File: src/rtl/spi_xfer_ctrl.sv
// spi_xfer_ctrl: round-robin arbiter and transaction sequencer for the shared
// SPI shift engines (mosi transmitter, miso receiver). Two requesters, one
// transfer in flight, chip-select framing and a response pulse per transfer.
// Optional SHIFT watchdog is built when SPI_CTRL_TIMEOUT_EN is defined.
module spi_xfer_ctrl #(
   parameter int unsigned W_CPU   = 32,
   parameter int unsigned W_Data  = W_CPU,
   parameter int unsigned CS_GAP  = 2,
   parameter int unsigned TIMEOUT = 64
) (
   input  logic              clk,
   input  logic              rst,
   input  logic              req0_valid,
   input  logic              req0_read,
   input  logic [W_Data-1:0] req0_wdata,
   output logic              req0_ready,
   input  logic              req1_valid,
   input  logic              req1_read,
   input  logic [W_Data-1:0] req1_wdata,
   output logic              req1_ready,
   output logic              resp_valid,
   output logic              resp_id,
   output logic [W_Data-1:0] resp_rdata,
   output logic              resp_err,
   output logic              spi_cs_n,
   output logic              tx_valid,
   output logic [W_Data-1:0] tx_data,
   input  logic              tx_ready,
   output logic              rx_start,
   input  logic              rx_ready,
   input  logic [W_Data-1:0] rx_data,
   output logic              busy
);

   localparam logic [2:0] S_IDLE   = 3'd0;
   localparam logic [2:0] S_SETUP  = 3'd1;
   localparam logic [2:0] S_ISSUE  = 3'd2;
   localparam logic [2:0] S_SHIFT  = 3'd3;
   localparam logic [2:0] S_FINISH = 3'd4;
   localparam logic [2:0] S_GAP    = 3'd5;

   // GAP counts down from CS_GAP-1 to 0, giving exactly CS_GAP cycles in GAP
   localparam logic [3:0] GAP_LOAD = (CS_GAP > 0) ? 4'(CS_GAP - 1) : 4'd0;

   logic [2:0]        state_q, state_d;
   logic              last_grant_q, last_grant_d;
   logic              cur_read_q, cur_read_d;
   logic              cur_id_q, cur_id_d;
   logic [W_Data-1:0] tx_data_q, tx_data_d;
   logic [W_Data-1:0] rdata_q, rdata_d;
   logic              seen_busy_q, seen_busy_d;
   logic [3:0]        gap_cnt_q, gap_cnt_d;
   logic              done_ok;
   logic              grant;
   logic              accept_ok;

`ifdef SPI_CTRL_TIMEOUT_EN
   localparam logic [7:0] TO_LAST = 8'(TIMEOUT - 1);
   logic [7:0] wd_q, wd_d;
   logic       err_q, err_d;
`else
   // TIMEOUT only matters when the watchdog is built
   logic unused_timeout;
   assign unused_timeout = |TIMEOUT;
`endif

   // readies are also held low while reset is asserted, not just in non-IDLE states
   assign accept_ok = (state_q == S_IDLE) && rst;
   assign done_ok   = seen_busy_q && tx_ready && (!cur_read_q || rx_ready);

   // round-robin pick: on conflict the port not granted last time wins
   always_comb begin
      grant = req1_valid;
      if (req0_valid && req1_valid) begin
         grant = ~last_grant_q;
      end
   end

   assign req0_ready = accept_ok && req0_valid && !grant;
   assign req1_ready = accept_ok && req1_valid && grant;

   // next-state and datapath capture for the transfer sequence
   always_comb begin
      state_d      = state_q;
      last_grant_d = last_grant_q;
      cur_read_d   = cur_read_q;
      cur_id_d     = cur_id_q;
      tx_data_d    = tx_data_q;
      rdata_d      = rdata_q;
      seen_busy_d  = seen_busy_q;
      gap_cnt_d    = gap_cnt_q;
`ifdef SPI_CTRL_TIMEOUT_EN
      wd_d         = wd_q;
      err_d        = err_q;
`endif
      case (state_q)
         S_IDLE: begin
            if (req0_ready || req1_ready) begin
               state_d      = S_SETUP;
               cur_id_d     = grant;
               cur_read_d   = grant ? req1_read  : req0_read;
               tx_data_d    = grant ? req1_wdata : req0_wdata;
               last_grant_d = grant;
            end
         end
         S_SETUP: state_d = S_ISSUE;
         S_ISSUE: begin
            seen_busy_d = 1'b0;
`ifdef SPI_CTRL_TIMEOUT_EN
            wd_d        = '0;
`endif
            state_d     = S_SHIFT;
         end
         S_SHIFT: begin
            if (!tx_ready) begin
               seen_busy_d = 1'b1;
            end
            if (done_ok) begin
               state_d = S_FINISH;
               rdata_d = cur_read_q ? rx_data : '0;
`ifdef SPI_CTRL_TIMEOUT_EN
               err_d   = 1'b0;
            end else if (wd_q == TO_LAST) begin
               state_d = S_FINISH;
               rdata_d = '0;
               err_d   = 1'b1;
            end else begin
               wd_d    = wd_q + 8'd1;
`endif
            end
         end
         S_FINISH: begin
            if (CS_GAP > 0) begin
               state_d   = S_GAP;
               gap_cnt_d = GAP_LOAD;
            end else begin
               state_d   = S_IDLE;
            end
         end
         S_GAP: begin
            if (gap_cnt_q == 4'd0) begin
               state_d = S_IDLE;
            end else begin
               gap_cnt_d = gap_cnt_q - 4'd1;
            end
         end
         default: state_d = S_IDLE;
      endcase
   end

   // state registers with synchronous active-low reset
   always_ff @(posedge clk) begin
      if (!rst) begin
         state_q      <= S_IDLE;
         last_grant_q <= 1'b1;
         cur_read_q   <= 1'b0;
         cur_id_q     <= 1'b0;
         tx_data_q    <= '0;
         rdata_q      <= '0;
         seen_busy_q  <= 1'b0;
         gap_cnt_q    <= '0;
      end else begin
         state_q      <= state_d;
         last_grant_q <= last_grant_d;
         cur_read_q   <= cur_read_d;
         cur_id_q     <= cur_id_d;
         tx_data_q    <= tx_data_d;
         rdata_q      <= rdata_d;
         seen_busy_q  <= seen_busy_d;
         gap_cnt_q    <= gap_cnt_d;
      end
   end

`ifdef SPI_CTRL_TIMEOUT_EN
   // watchdog counter and abort flag
   always_ff @(posedge clk) begin
      if (!rst) begin
         wd_q  <= '0;
         err_q <= 1'b0;
      end else begin
         wd_q  <= wd_d;
         err_q <= err_d;
      end
   end
   assign resp_err = (state_q == S_FINISH) && err_q;
`else
   assign resp_err = 1'b0;
`endif

   assign spi_cs_n   = !((state_q == S_SETUP) || (state_q == S_ISSUE) || (state_q == S_SHIFT));
   assign tx_valid   = (state_q == S_ISSUE);
   assign rx_start   = (state_q == S_ISSUE) && cur_read_q;
   assign resp_valid = (state_q == S_FINISH);
   assign resp_id    = (state_q == S_FINISH) && cur_id_q;
   assign resp_rdata = rdata_q;
   assign tx_data    = tx_data_q;
   assign busy       = (state_q != S_IDLE);

endmodule

File: config.mk
export PLATFORM = sky130hd
export DESIGN_NAME = spi_xfer_ctrl
export DESIGN_NICKNAME = d
export VERILOG_FILES = /design/src/rtl/spi_xfer_ctrl.sv
export SDC_FILE = /design/constraint.sdc
export NUM_CORES = 1
export LEC_CHECK = 0
export ABC_AREA = 1
export CAP_MARGIN = 20
export CORE_UTILIZATION = 43
export CTS_BUF_LIST = sky130_fd_sc_hd__clkbuf_8
export CTS_CLUSTER_DIAMETER = 40
export DETAILED_ROUTE_END_ITERATION = 8
export PLACE_DENSITY_LB_ADDON = 0.15
export SYNTH_ARGS = -nofsm -noshare
export SYNTH_HDL_FRONTEND = slang
export SYNTH_SLANG_ARGS = --single-unit
File: constraint.sdc
create_clock -name clk -period 2.1 [get_ports clk]
set_clock_uncertainty 0.2 [all_clocks]
set_input_delay 0.315 -clock clk [delete_from_list [all_inputs] [get_ports clk]]
set_output_delay 0.315 -clock clk [all_outputs]
set_load 0.03 [all_outputs]
==> results of run 1 <==
## cells by family after synthesis
group | count (synthesis) | share of synthesized area
AO/OA/AOI/OAI | 76 | 0.115
XOR/XNOR | 2 | 0.00524
adder cells (fa/ha/maj) | 1 | 0.00374
buffers and inverters | 50 | 0.0767
flip-flops | 75 | 0.449
other | 1 | 0.00112
AND/OR/NAND/NOR | 277 | 0.349
## area by class of cell
class | count | area [sq um] | area share
clock buffers | 9 | 124 | 0.0231
clock inverters | 7 | 93.8 | 0.0175
inverters | 19 | 71.3 | 0.0133
multi-input cells | 357 | 1590 | 0.296
flip-flops and latches | 75 | 1500 | 0.281
well taps | 99 | 124 | 0.0231
repair buffers | 187 | 1850 | 0.346
## Yosys cell counts (2+ instances only)
| cell | instances | share of area |
|---|---|---|
| xor2_1 | 2 | 0.0052 |
| buf_2 | 10 | 0.015 |
| nor2_4 | 2 | 0.0067 |
| buf_6 | 2 | 0.0067 |
| inv_1 | 14 | 0.016 |
| nor2_2 | 10 | 0.019 |
| nor2_1 | 69 | 0.077 |
| buf_1 | 3 | 0.0034 |
| buf_4 | 7 | 0.016 |
| a21oi_1 | 38 | 0.057 |
| inv_2 | 5 | 0.0056 |
| dfxtp_1 | 75 | 0.45 |
| nand2_1 | 151 | 0.17 |
| clkbuf_1 | 7 | 0.0079 |
| nand2_2 | 2 | 0.0037 |
| nand3_1 | 37 | 0.055 |
| o21ai_1 | 7 | 0.010 |
| o21ai_0 | 29 | 0.043 |
## critical path: stages
cell,delay (ns)
clkdlybuf4s50_1,0.45
nand2_1,0.10
nand2_2,0.06
buf_4,0.16
nor2_1,0.19
buf_4,0.20
## metrics by stage
step / cells / worst slack, ns / power, mW / util
after CTS: 753 / 0.0869 / 4.05 / 0.726
after global routing: 753 / 0.00677 / 4.24 / 0.726
after detailed placement: 737 / 0.0275 / 2.86 / 0.698
after floorplan: 482 / 0.395 / 2.33 / -
final: 753 / 0.108 / 4.02 / 0.726
after global placement: 737 / 0.0986 / 2.85 / 0.698
## worst paths after layout
path                         end  slack [ns]  cells after the start
setup reg to reg      tx_data[2]        0.32                      8
hold reg to reg   resp_rdata[11]        0.26                      2
setup / recovery      req1_ready        0.11                      6
hold / removal    resp_rdata[11]        0.26                      2
## registers in the layout (all words and copies together) (netlist names)
name,cells
cur_id_q,1
resp_rdata,32
gap_cnt_q,4
state_q,3
last_grant_q,1
cur_read_q,1
tx_data,32
seen_busy_q,1
## metal layers
metal,vias up,part of all wire
li1,1865,-
met4,0,0.023
met1,1599,0.40
met2,144,0.49
met3,18,0.086
met5,-,0
## cell usage in the layout (no fill, tap or decap)
| cell | instances |
|---|---|
| nor2_1 | 69 |
| clkinv_2 | 1 |
| conb_1 | 1 |
| bufinv_16 | 2 |
| inv_1 | 15 |
| clkdlybuf4s50_1 | 167 |
| ha_1 | 1 |
| dlygate4sd2_1 | 5 |
| nor2_8 | 1 |
| inv_2 | 5 |
| clkinvlp_4 | 1 |
| clkbuf_8 | 9 |
| nand2_4 | 1 |
| nand2_1 | 151 |
| buf_12 | 2 |
| clkinv_4 | 2 |
| nor3_1 | 1 |
| xor2_1 | 2 |
| o21a_1 | 1 |
| o21ai_1 | 7 |
| o21ai_0 | 29 |
| dfxtp_1 | 75 |
| or2_2 | 1 |
| nand3_1 | 37 |
| nand2_2 | 2 |
| nand3_2 | 1 |
| nor2_4 | 2 |
| nor2_2 | 10 |
| a31oi_1 | 1 |
| buf_4 | 13 |
| nand4_1 | 1 |
| a21oi_1 | 38 |
## timing repair
item,CTS,global route
endpoints found under the setup margin,5,0
hold buffers,0,0
resized for setup,5,0
## report_power, final
group	switching (mW)	total, mW	internal, mW
clock	0.530	1.20	0.667
combinational	0.694	1.21	0.512
sequential	0.0697	1.61	1.54
==> run summary, run 1 <==
status: completed
type of the worst setup path: input port to output pin
Critical Path Fanout Max: 8
die height: 90.2 um
#FFs+latches synth: 75
M3 GR Usage: 0.0812
Max Freq: 502 MHz
H-tree depth: 3
P&R area growth vs syn: 60.1%
Worst VDD drop: 0.436 mV
RSZ-0062 raised after global routing: false
FFs w/ async S/R, synth: 0
global-route wire length before repair: 16100 um
fin nets: 754
largest net degree at the start of global routing: 36
initial antenna violation count: 0
Num CTS Buffers: 9
later-pin clock latency in the skew report: 0.34 ns
Vias: 3626
critical path launch point type: input port
Synth Net Count: 587
ys flop type: dfxtp_1
Lkg Pwr: 2.24 nW
Root Buffer: clkbuf_8
Post-synth EDFFs: 0
vias per cell: 4.82
antenna viol nets, final: 0
Reg clk slew, reported paths: 0.07 ns
Iteration-0 DRC Markers: 119
Post-DP Area: 5140 sq um
GR peak layer: met2
number of global-route vias before repair: 3505
Seq/Total Area, Yosys: 0.449
antenna cell count: 0
share of layout cells above drive strength 1: 0.0810
critical path required time: 1.58 ns
Unique masters post-synth: 30
grt ovf: 0
io pins: 177
Clock Path Buffers: 2
final hold slack: 0.264 ns
average size of a mapped cell: 6.94 sq um
max-slew violation count: 0
clk sinks: 75
# setup viols final: 0
hold_sp: resp_rdata[11]
Slew @ Worst Pin: 0.653 ns
Die Wd: 90.2 um
RD Place Congestion: 0.769
First-pass DRT Iterations: 4
Tmin final: 1.99 ns
# port buffers: 175
DR DRC count: 0
Core Area: 7370 sq um
slew margin rel.: 0.564
die area: 8130 sq um
GR Util met2: 0.412
Setup crit start: req0_valid
initial core utilization: 0.454
final worst-path cycle share: 0.948
setup bufs post-CTS: 0
synth warn: 0
CTS tree: built
mapped cell area: 3340 sq um
Hold Vio Cnt, Final: 0
fill cell instance count of the final layout: 611
final WL: 9410 um
crit path DAT: 1.48 ns
GRT Util Overall: 0.243
Syn Inst Count: 482
Core Rows: 31
final instance area: 5350 sq um
maxcap violations: 0
r2r startpoint: state_q[1]
dpl hpwl: 6900 um
GR Layer Usage met1: 0.281
routed length per instance: 12.5 um
Setup TNS: 0 ns
Critical Path End Type: output pin
Cell Pwr Density: 750 nW/um^2
Hold/Removal Path Class: flip-flop to flip-flop
Power figures use the tool's default switching activity.
==> inputs of run 2 (changes only) <==
CORE_MARGIN = 2   (was not set)
CORE_UTILIZATION = 40   (was 43)
==> run 2 against run 1 <==
Fmax increased by 3.4%. Sequential power about the same. Register-to-register slack got worse by 0.02 ns. Sequential cell count unchanged. Non-clock buffer count decreased by 1. Global-route usage decreased by 3.6 points. Sequential share of layout area increased by 0.27 points. Combinational power about the same. Critical path depth decreased by 1. Die area increased by 12%. Hold slack improved by 0.0011 ns. First-iteration DRC count decreased by 39%.
==> run summary, run 2 (synthesized netlist as in run 1, its figures left out) <==
antenna cell count: 0 (unchanged)
cts hold-fix bufs: 0 (unchanged)
most common cell after layout, fill and taps aside: clkdlybuf4s50_1
GR Layer Usage met1: 0.240 (-0.0409)
initial antenna violation count: 0 (unchanged)
r2r startpoint: state_q[1]
Num CTS Buffers: 9 (unchanged)
Cell Pwr Density: 716 nW/um^2 (-4.5%)
die height: 95.4 um (+5.8%)
Tmin final: 1.93 ns (-0.0663 ns)
P&R area growth vs syn: 58.6%
H-tree depth: 3 (unchanged)
Clk pwr share: 0.259 (-0.039)
DR DRC count: 0 (unchanged)
Worst VDD drop: 0.395 mV (-9.6%)
internal power: 2.56 mW (-5.7%)
number of global-route vias before repair: 3381 (-3.5%)
crit path DAT: 1.41 ns (-0.07 ns)
Largest stage delay, worst path: 0.43 ns (-0.02 ns)
dpl hpwl: 7020 um (+1.8%)
final WL: 9510 um (+1.0%)
Core Area: 8180 sq um (+11%)
NetSw: 1.23 mW (-4.8%)
Post-DP Area: 5130 sq um (-0.24%)
Critical Path End Type: output pin
Buffers & Inverters on Critical Path: 3 (unchanged)
antenna viol nets, final: 0 (unchanged)
Reg power frac: 0.425 (+0.024)
most frequent cells in the layout: clkdlybuf4s50_1 (167), nand2_1 (151), dfxtp_1 (75)
initial core utilization: 0.409 (-0.0447)
GRT Util Overall: 0.207 (-0.0361)
Hold Vio Cnt, Final: 0 (unchanged)
vias per cell: 4.77 (-1.0%)
status: completed
fin nets: 753 (-0.13%)
Top delay family on crit path: buffers and inverters
final worst-path cycle share: 0.917 (-0.0316)
Die Wd: 95.4 um (+5.8%)
# setup viols final: 0 (unchanged)
io pins: 177 (unchanged)
Max Freq: 519 MHz (+3.4%)
Root Buffer: clkbuf_8
RD Place Congestion: 0.806 (+4.8%)
grt ovf: 0 (unchanged)
clk sinks: 75 (unchanged)
post-route insts no fill: 757 (+0.53%)
Slew @ Worst Pin: 0.644 ns (-0.00871 ns)
critical path's slowest cell: dfxtp_1
Critical Path Fanout Max: 5 (-3)
type of the worst setup path: flip-flop to output pin
Reg clk slew, reported paths: 0.07 ns (about the same)
global-route wire length before repair: 15100 um (-5.9%)
# port buffers: 175 (unchanged)
hold_sp: resp_rdata[10]
share of layout cells above drive strength 1: 0.0782 (-0.00282)
Lkg Pwr: 2.22 nW (-0.76%)
Setup crit start: state_q[1]
Hold/Removal Path Class: flip-flop to flip-flop
critical path launch point type: flip-flop
Tot Pwr: 3.80 mW (-5.4%)
later-pin clock latency in the skew report: 0.32 ns (-0.02 ns)
largest net degree at the start of global routing: 39 (+8.3%)
CP cell instances: inv_2 > nand2_2 > nor2_4 > inv_1 > dlygate4sd2_1
final instance area: 5300 sq um (-0.96%)
M3 GR Usage: 0.0625 (-0.0188)
CTS tree: built
Cells after DPL: 742 (+0.68%)
Clock Path Buffers: 2 (unchanged)
maxcap violations: 0 (unchanged)
GR Util met2: 0.367 (-0.0442)
die area: 9100 sq um (+12%)
Iteration-0 DRC Markers: 72 (-39%)
max-slew violation count: 0 (unchanged)
routed length per instance: 12.6 um (+0.46%)
Comb power frac: 0.316 (+0.016)
final core utilization: 0.648 (-0.0779)
RSZ-0062 raised after global routing: false
Vias: 3608 (-0.50%)
Core Rows: 33 (+6.5%)
Setup TNS: 0 ns (unchanged)
critical path required time: 1.58 ns (about the same)
slew margin rel.: 0.570 (+0.00582)
First-pass DRT Iterations: 4 (unchanged)
Sw Ratio: 0.324 (+0.00216)
GR peak layer: met2
-- run 2: through the flow --
step,worst slack (ns),hold WS [ns]
floorplan,0.395,0.246
global placement,0.0650,0.251
detailed placement,0.0102,0.254
CTS,0.145,0.265
global route,0.0568,0.284
finish,0.175,0.265
-- run 2: final timing paths --
check | cells after the start | slack (ns) | end
setup / recovery | 5 | 0.17 | busy
hold / removal | 2 | 0.27 | resp_rdata[10]
setup reg to reg | 8 | 0.30 | tx_data[28]
hold reg to reg | 2 | 0.27 | resp_rdata[10]
-- run 2: worst reg2reg max path: stages (launching register included) --
cell and delay [ns]:
dfxtp_1 0.43, inv_2 0.08, nand2_2 0.09, nor2_4 0.05
nand2_4 0.10, nor2_8 0.06, inv_2 0.47, nor2_1 0.11
nor2_1 0.13
-- run 2: repair_timing --
action,in CTS,in global routing
endpoints found under the setup margin,5,0
resized for setup,5,0
setup buffers,0,0
-- run 2: metal layers --
layer	part of all wire	routed length (um)
met1	0.41	3900
met2	0.49	4650
met3	0.094	898
met4	0.0054	51
met5	0	0
-- run 2: power by group through the flow --
stage / combinational [mW] / sequential [mW] / clock (mW)
after floorplan: 0.506 / 1.82 / 0
after CTS: 1.21 / 1.61 / 1.02
after global placement: 1.21 / 1.64 / 0
final: 1.20 / 1.62 / 0.983
after detailed placement: 1.22 / 1.64 / 0
after global routing: 1.30 / 1.63 / 1.08
-- run 2: cell type report --
| cell class | count | area [sq um] |
|---|---|---|
| Fill cell | 715 | 2870 |
| Timing Repair Buffer | 186 | 1830 |
| Multi-Input combinational cell | 357 | 1590 |
| Sequential cell | 75 | 1500 |
| Clock buffer | 12 | 165 |
| Tap cell | 105 | 131 |
| Inverter | 19 | 71.3 |
| Clock inverter | 3 | 13.8 |
